[src/rtl/vga_timing_gen.sv]
// Parametrised VGA timing generator.
// Raster counters (hc/vc) advance under en; restart returns them to (0,0).
// Sync, active-video, coordinates and line/frame/vblank strobes are decoded
// from the current counters and registered together. All outputs share one
// cycle of latency relative to the counters.
`timescale 1ns/1ps
module vga_timing_gen #(
  parameter int H_ACTIVE   = 640,
  parameter int H_FP       = 24,
  parameter int H_SYNC     = 40,
  parameter int H_BP       = 128,
  parameter int V_ACTIVE   = 480,
  parameter int V_FP       = 9,
  parameter int V_SYNC     = 3,
  parameter int V_BP       = 28,
  parameter bit H_SYNC_POL = 1'b0,
  parameter bit V_SYNC_POL = 1'b0,
  parameter int CNT_W      = 10
) (
  input  logic             px_clk,
  input  logic             reset_n,
  input  logic             en,
  input  logic             restart,
  output logic             hsync,
  output logic             vsync,
  output logic             activevideo,
  output logic [CNT_W-1:0] x_px,
  output logic [CNT_W-1:0] y_px,
  output logic             line_start,
  output logic             frame_start,
  output logic             vblank_start
);

  localparam int H_TOTAL = H_ACTIVE + H_FP + H_SYNC + H_BP;
  localparam int V_TOTAL = V_ACTIVE + V_FP + V_SYNC + V_BP;

  // Decode boundaries, all unsigned in CNT_W bits.
  localparam logic [CNT_W-1:0] CNT_ZERO = '0;
  localparam logic [CNT_W-1:0] CNT_ONE  = {{(CNT_W-1){1'b0}}, 1'b1};
  localparam logic [CNT_W-1:0] H_LAST   = CNT_W'(H_TOTAL - 1);
  localparam logic [CNT_W-1:0] V_LAST   = CNT_W'(V_TOTAL - 1);
  localparam logic [CNT_W-1:0] H_ACT    = CNT_W'(H_ACTIVE);
  localparam logic [CNT_W-1:0] V_ACT    = CNT_W'(V_ACTIVE);
  localparam logic [CNT_W-1:0] HS_BEG   = CNT_W'(H_ACTIVE + H_FP);
  localparam logic [CNT_W-1:0] HS_END   = CNT_W'(H_ACTIVE + H_FP + H_SYNC);
  localparam logic [CNT_W-1:0] VS_BEG   = CNT_W'(V_ACTIVE + V_FP);
  localparam logic [CNT_W-1:0] VS_END   = CNT_W'(V_ACTIVE + V_FP + V_SYNC);

  logic [CNT_W-1:0] hc_p0;
  logic [CNT_W-1:0] vc_p0;
  logic             act_p0;
  logic             hs_on_p0;
  logic             vs_on_p0;
  logic             step_p0;
  logic             hc_zero_p0;

  // Stage p0: raster counters; restart wins over en, line/frame wrap under en.
  always_ff @(posedge px_clk or negedge reset_n) begin
    if (!reset_n) begin
      hc_p0 <= CNT_ZERO;
      vc_p0 <= CNT_ZERO;
    end else if (restart) begin
      hc_p0 <= CNT_ZERO;
      vc_p0 <= CNT_ZERO;
    end else if (en) begin
      if (hc_p0 == H_LAST) begin
        hc_p0 <= CNT_ZERO;
        if (vc_p0 == V_LAST) begin
          vc_p0 <= CNT_ZERO;
        end else begin
          vc_p0 <= vc_p0 + CNT_ONE;
        end
      end else begin
        hc_p0 <= hc_p0 + CNT_ONE;
      end
    end
  end

  // Combinational decode of the current raster position.
  always_comb begin
    act_p0     = (hc_p0 < H_ACT) && (vc_p0 < V_ACT);
    hs_on_p0   = (hc_p0 >= HS_BEG) && (hc_p0 < HS_END);
    vs_on_p0   = (vc_p0 >= VS_BEG) && (vc_p0 < VS_END);
    step_p0    = en && !restart;
    hc_zero_p0 = (hc_p0 == CNT_ZERO);
  end

  // Stage p1: registered outputs; pixel fields hold while paused, strobes
  // are suppressed on paused or restarting cycles so each event pulses once.
  always_ff @(posedge px_clk or negedge reset_n) begin
    if (!reset_n) begin
      x_px         <= CNT_ZERO;
      y_px         <= CNT_ZERO;
      activevideo  <= 1'b0;
      hsync        <= ~H_SYNC_POL;
      vsync        <= ~V_SYNC_POL;
      line_start   <= 1'b0;
      frame_start  <= 1'b0;
      vblank_start <= 1'b0;
    end else begin
      if (en) begin
        x_px        <= hc_p0;
        y_px        <= vc_p0;
        activevideo <= act_p0;
        hsync       <= hs_on_p0 ? H_SYNC_POL : ~H_SYNC_POL;
        vsync       <= vs_on_p0 ? V_SYNC_POL : ~V_SYNC_POL;
      end
      line_start   <= step_p0 && hc_zero_p0;
      frame_start  <= step_p0 && hc_zero_p0 && (vc_p0 == CNT_ZERO);
      vblank_start <= step_p0 && hc_zero_p0 && (vc_p0 == V_ACT);
    end
  end

endmodule

[config.mk]
export PLATFORM = sky130hd
export DESIGN_NAME = vga_timing_gen
export DESIGN_NICKNAME = d
export VERILOG_FILES = /design/src/rtl/vga_timing_gen.sv
export SDC_FILE = /design/constraint.sdc
export NUM_CORES = 1
export LEC_CHECK = 0
export ABC_AREA = 1
export CAP_MARGIN = 20
export CORE_ASPECT_RATIO = 1.25
export CORE_MARGIN = 3
export CORE_UTILIZATION = 35
export DETAILED_ROUTE_END_ITERATION = 10
export GPL_TIMING_DRIVEN = 0
export PLACE_DENSITY = 0.53
export SYNTH_ARGS = -nofsm -noshare
export SYNTH_HDL_FRONTEND = slang
export SYNTH_SLANG_ARGS = --single-unit
[constraint.sdc]
create_clock -name px_clk -period 4.22 [get_ports px_clk]
set_clock_uncertainty 0.15 [all_clocks]
set_input_delay 0.844 -clock px_clk [delete_from_list [all_inputs] [get_ports px_clk]]
set_output_delay 0.844 -clock px_clk [all_outputs]
set_load 0.01 [all_outputs]
==> results of run 1 <==
-- cell usage after synthesis (all sizes together) --
master,n
nand2,80
o22a,1
o21a,1
dfstp,2
dfrtp,44
nand3b,1
buf,4
a41oi,1
or2,2
o21ai,33
nor2,36
clkinv,2
nand4,4
nand3,19
nor3,4
inv,30
ha,6
xor2,3
clkbuf,3
o22ai,1
-- cells by family (layout without fill, tap and decap cells) --
logic type      count (synthesis)  in the layout
simple gates                  146            146
flops                          46             46
buf+inv                        39             75
fa+ha+maj                       6              6
xor+xnor                        3              3
compound gates                 37             37
-- registers in the layout (all words and copies together) (netlist names) --
signal,cells
hc_p0,10
x_px,10
vblank_start,1
activevideo,1
y_px,10
line_start,1
hsync,1
vsync,1
frame_start,1
vc_p0,10
-- cell usage in the layout, fill, tap and decap left out, drive strengths merged --
| cell type | Yosys | final |
|---|---|---|
| nand2 | 80 | 80 |
| dfrtp | 44 | 44 |
| nor2 | 36 | 36 |
| o21ai | 33 | 33 |
| inv | 30 | 30 |
| clkdlybuf4s50 | 0 | 27 |
| nand3 | 19 | 19 |
| clkbuf | 3 | 10 |
| ha | 6 | 6 |
| buf | 4 | 6 |
| nor3 | 4 | 4 |
| nand4 | 4 | 4 |
| xor2 | 3 | 3 |
| clkinv | 2 | 2 |
| dfstp | 2 | 2 |
| or2 | 2 | 2 |
| a41oi | 1 | 1 |
| o22a | 1 | 1 |
| o21a | 1 | 1 |
| o22ai | 1 | 1 |
| nand3b | 1 | 1 |
-- cell type report --
type	count	area, um^2
flip-flops and latches	46	1154
fillers	659	3491
clock buffers	7	86.33
well taps	85	106.4
repair buffers	29	295.3
inverters	32	122.6
multi-input cells	192	980.9
plain buffers	7	50.05
-- how the worst min path moves through the flow --
stage / from / endpoint
2_1_floorplan: vc_p0[8] / vc_p0[8]
3_3_place_gp: x_px[2] / x_px[2]
3_5_place_dp: x_px[2] / x_px[2]
4_1_cts: x_px[2] / x_px[2]
5_1_grt: y_px[2] / y_px[2]
6_report: x_px[2] / x_px[2]
-- per-layer routing --
metal / track usage [%] / up-vias / routed length (um)
met5: 0 / - / 0
met4: 3.903 / 0 / 49
met3: 3.166 / 5 / 128
met2: 24.85 / 18 / 2714
met1: 19.38 / 883 / 2395
li1: - / 949 / -
-- stage by stage --
stage	hold slack, ps	cell area, um^2	power (mW)
2_1_floorplan	326.8	2307	0.5430
3_3_place_gp	312.5	2694	0.5942
3_5_place_dp	316.8	2709	0.5970
4_1_cts	337.1	2795	0.8726
5_1_grt	365.0	2795	0.9048
6_report	328.7	2795	0.8591
-- power groups by stage --
stage                     logic (mW)  registers, mW  clock network, mW
after floorplan               0.0587          0.484                  0
after global placement         0.113          0.482                  0
after detailed placement       0.115          0.482                  0
after CTS                      0.115          0.473              0.284
after global routing           0.127          0.476              0.301
final                          0.113          0.473              0.273
==> flow_summary.json, run 1 <==
{
  "outcome": "complete, no violations",
  "timing.final.crit_period_ps": 2351,
  "route.final.wire_length_mm": 5.288,
  "drv.max_cap_violation_count": 0,
  "starting_density_pct": 36.70,
  "clk_pin_slew_ps": 80,
  "yosysWarnings": 0,
  "report.final.slew_viol_count": 0,
  "netlist_top_cells_area": "sky130_fd_sc_hd__dfrtp_1 (48%), sky130_fd_sc_hd__nand2_1 (12%), sky130_fd_sc_hd__nor2_1 (5.0%), sky130_fd_sc_hd__o21ai_0 (5.0%), sky130_fd_sc_hd__inv_1 (4.2%)",
  "vdd.ir_drop.worst_uv": 155.8,
  "fin_tns_setup_ps": 0,
  "yosysTopAreaCellShare_pct": 47.72,
  "insertedDiodeCount": 0,
  "tritoncts": "yes",
  "layout-area-overhead-vs-synth_pct": 21.15,
  "ios": 30,
  "placement.setup.worst_slack_ps": 1842,
  "power_density_mw_per_mm2": 307.4,
  "detailed_placer_s_ending_hpwl_mm": 3.979,
  "drt_first_pass_iters": 4,
  "net_sw_power_uw": 224.9,
  "wl_per_cell_um": 13.29,
  "r2r-end": "vc_p0[9]",
  "crit-reg2reg-launch": "hc_p0[0]",
  "stages_on_worst_setup_path": 1,
  "postSynthCellCount": 277,
  "die_h_um": 96.78,
  "end_kind": "primary output",
  "critPathCapture": "vsync",
  "leading_area_contributor_after_synthesis": "sky130_fd_sc_hd__dfrtp_1",
  "grt_pass1_vias": 1853,
  "synth-adder-area-share_pct": 3.254,
  "cp.buffers_inverters": 1,
  "cts-hold-fix-buffers": 0,
  "slowest_delay_ps": 540,
  "worstPathRequired_ps": 3230,
  "final_setup_violation_count": 0,
  "cts_repair_resize_count": 0,
  "hold_depth": 2,
  "clk_path_buf_depth": 2,
  "timing_hold_violations_final": 0,
  "drc": 0,
  "dominant_combinational_cell_family_by_area_after_synthesis": "simple AND/OR/NAND/NOR gates",
  "share_clk_of_total_power_pct": 31.8,
  "syn-mean-instance-area_um2": 8.329,
  "critical_path.max_fanout": 2,
  "grtUsageTotal_pct": 14.88,
  "timing.fmax_mhz": 425.4,
  "ys_seq_area_share_pct": 50.00,
  "synth.lib_cells_used.distinct": 31,
  "synth_mux_area_share_pct": 0,
  "area_fraction_in_compound_gates_after_synthesis_pct": 9.816,
  "post-cts-setup-buffer-count": 0,
  "finalCritPeriodShare_pct": 55.71,
  "reg2reg_path_depth": 9,
  "worst_path_dominant_cell_family": "flip-flops",
  "p_leak_nw": 1.276,
  "fp.dieW_um": 78.62,
  "setup.worst_path.class": "register to primary output",
  "numCtsBuffers": 5,
  "synth-seq-cells": 46,
  "mapped_nets": 287,
  "arrival_ps": 1360,
  "final_layout_size_suffix_gt1_share_pct": 13.42,
  "synth_area_mm2": 0.002307,
  "maxSlewHeadroom_pct": 62.08,
  "grt_first_pass_wirelength_mm": 9.094,
  "worst_hold_path_type": "register to register",
  "drt_first_iter_violations": 117,
  "global_route.overflow_total": 0,
  "yosys.area_share.xor_xnor_pct": 1.139,
  "place.detailed.instances": 391,
  "power_frac_seq_pct": 55.1,
  "critical-path-slowest-cell": "sky130_fd_sc_hd__dfstp_2",
  "crit_path_cell_trace": "clkdlybuf4s50_1",
  "final_non_filler_cells": 398,
  "cellInternalPower_uw": 634.2,
  "clock_insertion_delay_worst_skew_ps": 290,
  "finalNetCount": 323,
  "combinationalPowerShare_pct": 13.1,
  "clockRootBuffer": "sky130_fd_sc_hd__clkbuf_8",
  "unrepaired_setup_endpoints_after_global_routing": "no",
  "cts.sinks": 46,
  "final_ws_setup_ps": 1869,
  "cp-start-kind": "register",
  "grt_antenna_before_repair": 0,
  "ant_nets": 0,
  "switching_share_pct": 26.18,
  "reg2reg_setup_slack_ps": 2460,
  "final_replace_weighted_congestion": 0.8135,
  "floorplan.die_area_mm2": 0.007608,
  "row_count": 32,
  "maximum_number_of_pins_on_one_net_before_global_route_repair": 25,
  "standard_cell_core_area_mm2": 0.006286,
  "layout.core_utilization_pct": 44.47,
  "viasPerCell": 4.661,
  "yosys.area_share.simple_pct": 28.31,
  "placement.io_buffers": 28,
  "cts_htree_levels": 2,
  "actual_slew_at_the_worst_max_slew_pin_ps": 568.8,
  "via_count": 1855,
  "setup.worst_path.start": "vsync"
}
(Power assumes the default switching activity.)
==> inputs of run 2 (changes only) <==
Settings changed: PLACE_DENSITY 0.53 to 0.55.
Clock period 4.22 ns to 2.05 ns, I/O delays scaled along.
==> flow_summary.json, run 2 (synthesis gave the netlist of run 1 again) <==
{
  "outcome": "complete, no violations",
  "ios": 30,
  "critical_path.max_fanout": 2,
  "maximum_number_of_pins_on_one_net_before_global_route_repair": 27,
  "wl_per_cell_um": 12.84,
  "report.final.slew_viol_count": 0,
  "crit_path_cell_trace": "clkdlybuf4s50_1",
  "placement.setup.worst_slack_ps": 109.8,
  "worst_hold_path_type": "input pin to register",
  "cp-start-kind": "register",
  "final_non_filler_cells": 400,
  "finalNetCount": 324,
  "power_density_mw_per_mm2": 635.7,
  "worst_path_dominant_cell_family": "flip-flops",
  "drc": 0,
  "layout.core_utilization_pct": 44.71,
  "cts_repair_resize_count": 0,
  "place_area_mm2": 0.002709,
  "drt_first_pass_iters": 4,
  "cts.sinks": 46,
  "timing_hold_violations_final": 0,
  "cts_htree_levels": 2,
  "clk_pin_slew_ps": 90,
  "cellInternalPower_mw": 1.311,
  "p_leak_nw": 1.284,
  "critical-path-slowest-cell": "sky130_fd_sc_hd__dfstp_2",
  "top_library_cells_by_usage_in_the_layout_fill_and_taps_aside": "sky130_fd_sc_hd__nand2_1 (75), sky130_fd_sc_hd__dfrtp_1 (44), sky130_fd_sc_hd__nor2_1 (31)",
  "place.detailed.instances": 391,
  "drv.max_cap_violation_count": 0,
  "route.final.wire_length_mm": 5.135,
  "cts-hold-fix-buffers": 1,
  "floorplan.die_area_mm2": 0.007608,
  "end_kind": "primary output",
  "layout.cells.most_common": "sky130_fd_sc_hd__nand2_1",
  "standard_cell_core_area_mm2": 0.006286,
  "numCtsBuffers": 5,
  "grt_antenna_before_repair": 0,
  "tritoncts": "yes",
  "post-cts-setup-buffer-count": 0,
  "maxSlewHeadroom_pct": 67.11,
  "power_frac_seq_pct": 54.5,
  "switching_share_pct": 26.59,
  "detailed_placer_s_ending_hpwl_mm": 3.890,
  "die_h_um": 96.78,
  "net_sw_power_uw": 475.1,
  "setup.worst_path.class": "register to primary output",
  "slowest_delay_ps": 540,
  "layout-area-overhead-vs-synth_pct": 21.80,
  "unrepaired_setup_endpoints_after_global_routing": "no",
  "ant_nets": 0,
  "row_count": 32,
  "viasPerCell": 4.683,
  "fin_area_mm2": 0.002810,
  "grtUsageTotal_pct": 14.64,
  "grt_first_pass_wirelength_mm": 8.997,
  "clk_path_buf_depth": 2,
  "worstPathRequired_ps": 1490,
  "actual_slew_at_the_worst_max_slew_pin_ps": 493.4,
  "cp.buffers_inverters": 1,
  "clockRootBuffer": "sky130_fd_sc_hd__clkbuf_8",
  "min_hold_slack_ps": 252.3,
  "share_clk_of_total_power_pct": 32.6,
  "arrival_ps": 1370,
  "grt_pass1_vias": 1912,
  "timing.fmax_mhz": 519.2,
  "clock_insertion_delay_worst_skew_ps": 300,
  "placement.io_buffers": 28,
  "finalCritPeriodShare_pct": 93.95,
  "timing.final.crit_period_ps": 1926,
  "final_ws_setup_ps": 124.0,
  "vdd.ir_drop.worst_uv": 287.9,
  "final_setup_violation_count": 0,
  "final_replace_weighted_congestion": 0.8134,
  "totalPowerFinal_mw": 1.787,
  "fp.dieW_um": 78.62,
  "combinationalPowerShare_pct": 12.9,
  "drt_first_iter_violations": 120,
  "global_route.overflow_total": 0,
  "final_layout_size_suffix_gt1_share_pct": 13.65,
  "fin_tns_setup_ps": 0,
  "via_count": 1873,
  "insertedDiodeCount": 0,
  "starting_density_pct": 36.70
}
## run 2: cell types whose count changed in the layout (fill, tap and decap cells not counted)
cell                            previous run  this run
sky130_fd_sc_hd__clkinv_2                  0         1
sky130_fd_sc_hd__dlygate4sd3_1             0         1
## run 2: worst min-delay path, cell delays in order
cell                      delay, ps
sky130_fd_sc_hd__buf_6          130
sky130_fd_sc_hd__nor2_1         110
sky130_fd_sc_hd__a41oi_1         50
## run 2: power groups by stage
stage               logic [mW]  clock network (mW)  registers (mW)
detailed placement       0.237                   0           0.991
global route             0.267               0.636           0.979
floorplan                0.121                   0           0.997
finish                   0.231               0.582           0.973
global placement         0.232                   0           0.991
CTS                      0.238               0.602           0.974
## run 2: area by class of cell
class	count	area, um^2
Buffer	7	50.05
Clock buffer	7	86.33
Clock inverter	1	5.005
Fill cell	668	3476
Inverter	32	122.6
Multi-Input combinational cell	192	980.9
Sequential cell	46	1154
Tap cell	85	106.4
Timing Repair Buffer	30	305.3
## run 2: path summary, 6_finish.rpt
kind / slack, ps / cells after the start / startpoint / endpoint
setup / recovery: 120 / 1 / vsync / vsync
hold / removal: 250 / 3 / en / hsync
setup reg to reg: 300 / 9 / hc_p0[0] / vc_p0[9]
hold reg to reg: 330 / 2 / x_px[2] / x_px[2]
max in group asynchronous: 720 / 3 / reset_n / hsync
min in group asynchronous: 450 / 2 / reset_n / y_px[4]
## run 2: metal layers
layer | vias to the layer above | wire (um) | GRT usage [%]
li1 | 949 | - | -
met1 | 887 | 2197 | 17.70
met3 | 8 | 143 | 2.793
met4 | 0 | 53 | 3.634
met2 | 29 | 2741 | 26.29
met5 | - | 0 | 0
==> inputs of run 3 (changes only) <==
Settings changed: PLACE_DENSITY 0.55 to default.
==> flow_summary.json, run 3 (synthesis gave the netlist of run 1 again) <==
{
  "grt.met1_usage_pct": 16.47,
  "critical_path.max_fanout": 2,
  "starting_density_pct": 36.70,
  "nFillCells": 650,
  "die_h_um": 96.78,
  "via_count": 1866,
  "final_layout_size_suffix_gt1_share_pct": 13.97,
  "top_library_cells_by_usage_in_the_layout_fill_and_taps_aside": "sky130_fd_sc_hd__nand2_1 (75), sky130_fd_sc_hd__dfrtp_1 (44), sky130_fd_sc_hd__nor2_1 (31)",
  "drt_first_iter_violations": 108,
  "grtUsageTotal_pct": 14.16,
  "floorplan.die_area_mm2": 0.007608,
  "cts_repair_resize_count": 0,
  "grt_antenna_before_repair": 0,
  "arrival_ps": 1360,
  "stages_on_worst_setup_path": 1,
  "numCtsBuffers": 5,
  "p_leak_nw": 1.293,
  "worst_hold_path_type": "input pin to register",
  "finalNetCount": 324,
  "drc": 0,
  "grt_first_pass_wirelength_mm": 8.562,
  "viasPerCell": 4.665,
  "reg2reg_path_depth": 9,
  "crit_path_cell_trace": "clkdlybuf4s50_1",
  "fp.dieW_um": 78.62,
  "ant_nets": 0,
  "power_density_mw_per_mm2": 652.0,
  "slowest_delay_ps": 540,
  "drv.max_cap_violation_count": 0,
  "tritoncts": "yes",
  "grt_pass1_vias": 1851,
  "insertedDiodeCount": 0,
  "ios": 30,
  "grtUsageMet2_pct": 25.57,
  "clock_insertion_delay_worst_skew_ps": 290,
  "cp-start-kind": "register",
  "layout-area-overhead-vs-synth_pct": 22.61,
  "fin_tns_setup_ps": 0,
  "unrepaired_setup_endpoints_after_global_routing": "no",
  "global_route.overflow_total": 0,
  "multi_input_area_um2": 980.9,
  "row_count": 32,
  "standard_cell_core_area_mm2": 0.006286,
  "wl_per_cell_um": 12.81,
  "drt_first_pass_iters": 4,
  "setup.worst_path.class": "register to primary output",
  "worst_path_dominant_cell_family": "flip-flops",
  "maximum_number_of_pins_on_one_net_before_global_route_repair": 28,
  "clk_pin_slew_ps": 90,
  "timing_hold_violations_final": 0,
  "actual_slew_at_the_worst_max_slew_pin_ps": 500.3,
  "clk_path_buf_depth": 2,
  "route.final.wire_length_mm": 5.125,
  "final_setup_violation_count": 0,
  "layout.cells.most_common": "sky130_fd_sc_hd__nand2_1",
  "critical-path-slowest-cell": "sky130_fd_sc_hd__dfstp_2",
  "post-cts-setup-buffer-count": 0,
  "final_replace_weighted_congestion": 0.8225,
  "outcome": "complete, no violations",
  "global_route_hottest_layer": "met2",
  "layout.core_utilization_pct": 45.00,
  "end_kind": "primary output",
  "met3_usage_pct": 2.980,
  "cp.buffers_inverters": 1,
  "vdd.ir_drop.worst_uv": 283.2,
  "finalCritPeriodShare_pct": 93.58,
  "maxSlewHeadroom_pct": 66.65,
  "hold_depth": 3,
  "report.final.slew_viol_count": 0,
  "clockRootBuffer": "sky130_fd_sc_hd__clkbuf_8",
  "worstPathRequired_ps": 1490,
  "detailed_placer_s_ending_hpwl_mm": 3.900,
  "timing.final.crit_period_ps": 1918,
  "placement.io_buffers": 28,
  "timing.fmax_mhz": 521.3,
  "cts_htree_levels": 2,
  "sequential_standard_cell_area_mm2": 0.001154,
  "cts.sinks": 46
}
-- run 3: cell type report --
class / count / share of cell area [%]
sequential: 46 / 40.78
clock buffer: 8 / 3.892
buffer: 7 / 1.769
timing repair buffer: 30 / 10.79
multi-input combinational: 192 / 34.67
tap: 85 / 3.759
inverter: 32 / 4.334
-- run 3: power by group --
group / leakage, nW / internal [mW] / switching, mW
sequential: 0.620 / 0.941 / 0.0313
combinational: 0.615 / 0.0982 / 0.134
clock: 0.0575 / 0.341 / 0.299
total: 1.29 / 1.38 / 0.465
-- run 3: worst paths after layout --
path                            startpoint        to  slack, ps
worst max-delay path                 vsync     vsync        130
worst min-delay path                    en     hsync        260
worst max register to register    hc_p0[0]  vc_p0[9]        330
worst min register to register     x_px[2]   x_px[2]        330
max in group asynchronous          reset_n     hsync        720
min in group asynchronous          reset_n   y_px[6]        450
-- run 3: per-stage QoR --
stage | cell area [um^2] | power, mW | std cells | worst slack (ps) | hold WS, ps
2_1_floorplan | 2307 | 1.118 | 277 | 519.4 | -35.59
3_3_place_gp | 2694 | 1.220 | 390 | -892.6 | 305.4
3_5_place_dp | 2709 | 1.226 | 391 | 157.2 | 243.0
4_1_cts | 2829 | 1.870 | 400 | 118.6 | 250.2
5_1_grt | 2829 | 1.937 | 400 | 100.2 | 264.8
6_report | 2829 | 1.845 | 400 | 131.7 | 258.9
-- run 3: metal layers --
layer	vias to the layer above	share of wire, %
met2	21	54
met1	884	43
li1	957	-
met3	4	2.4
met5	-	0
met4	0	1.1
-- run 3: timing repair --
item                       in CTS  in global routing
hold buffers                    1                  0
setup endpoints to repair       0                  0
hold endpoints to repair       18                  0
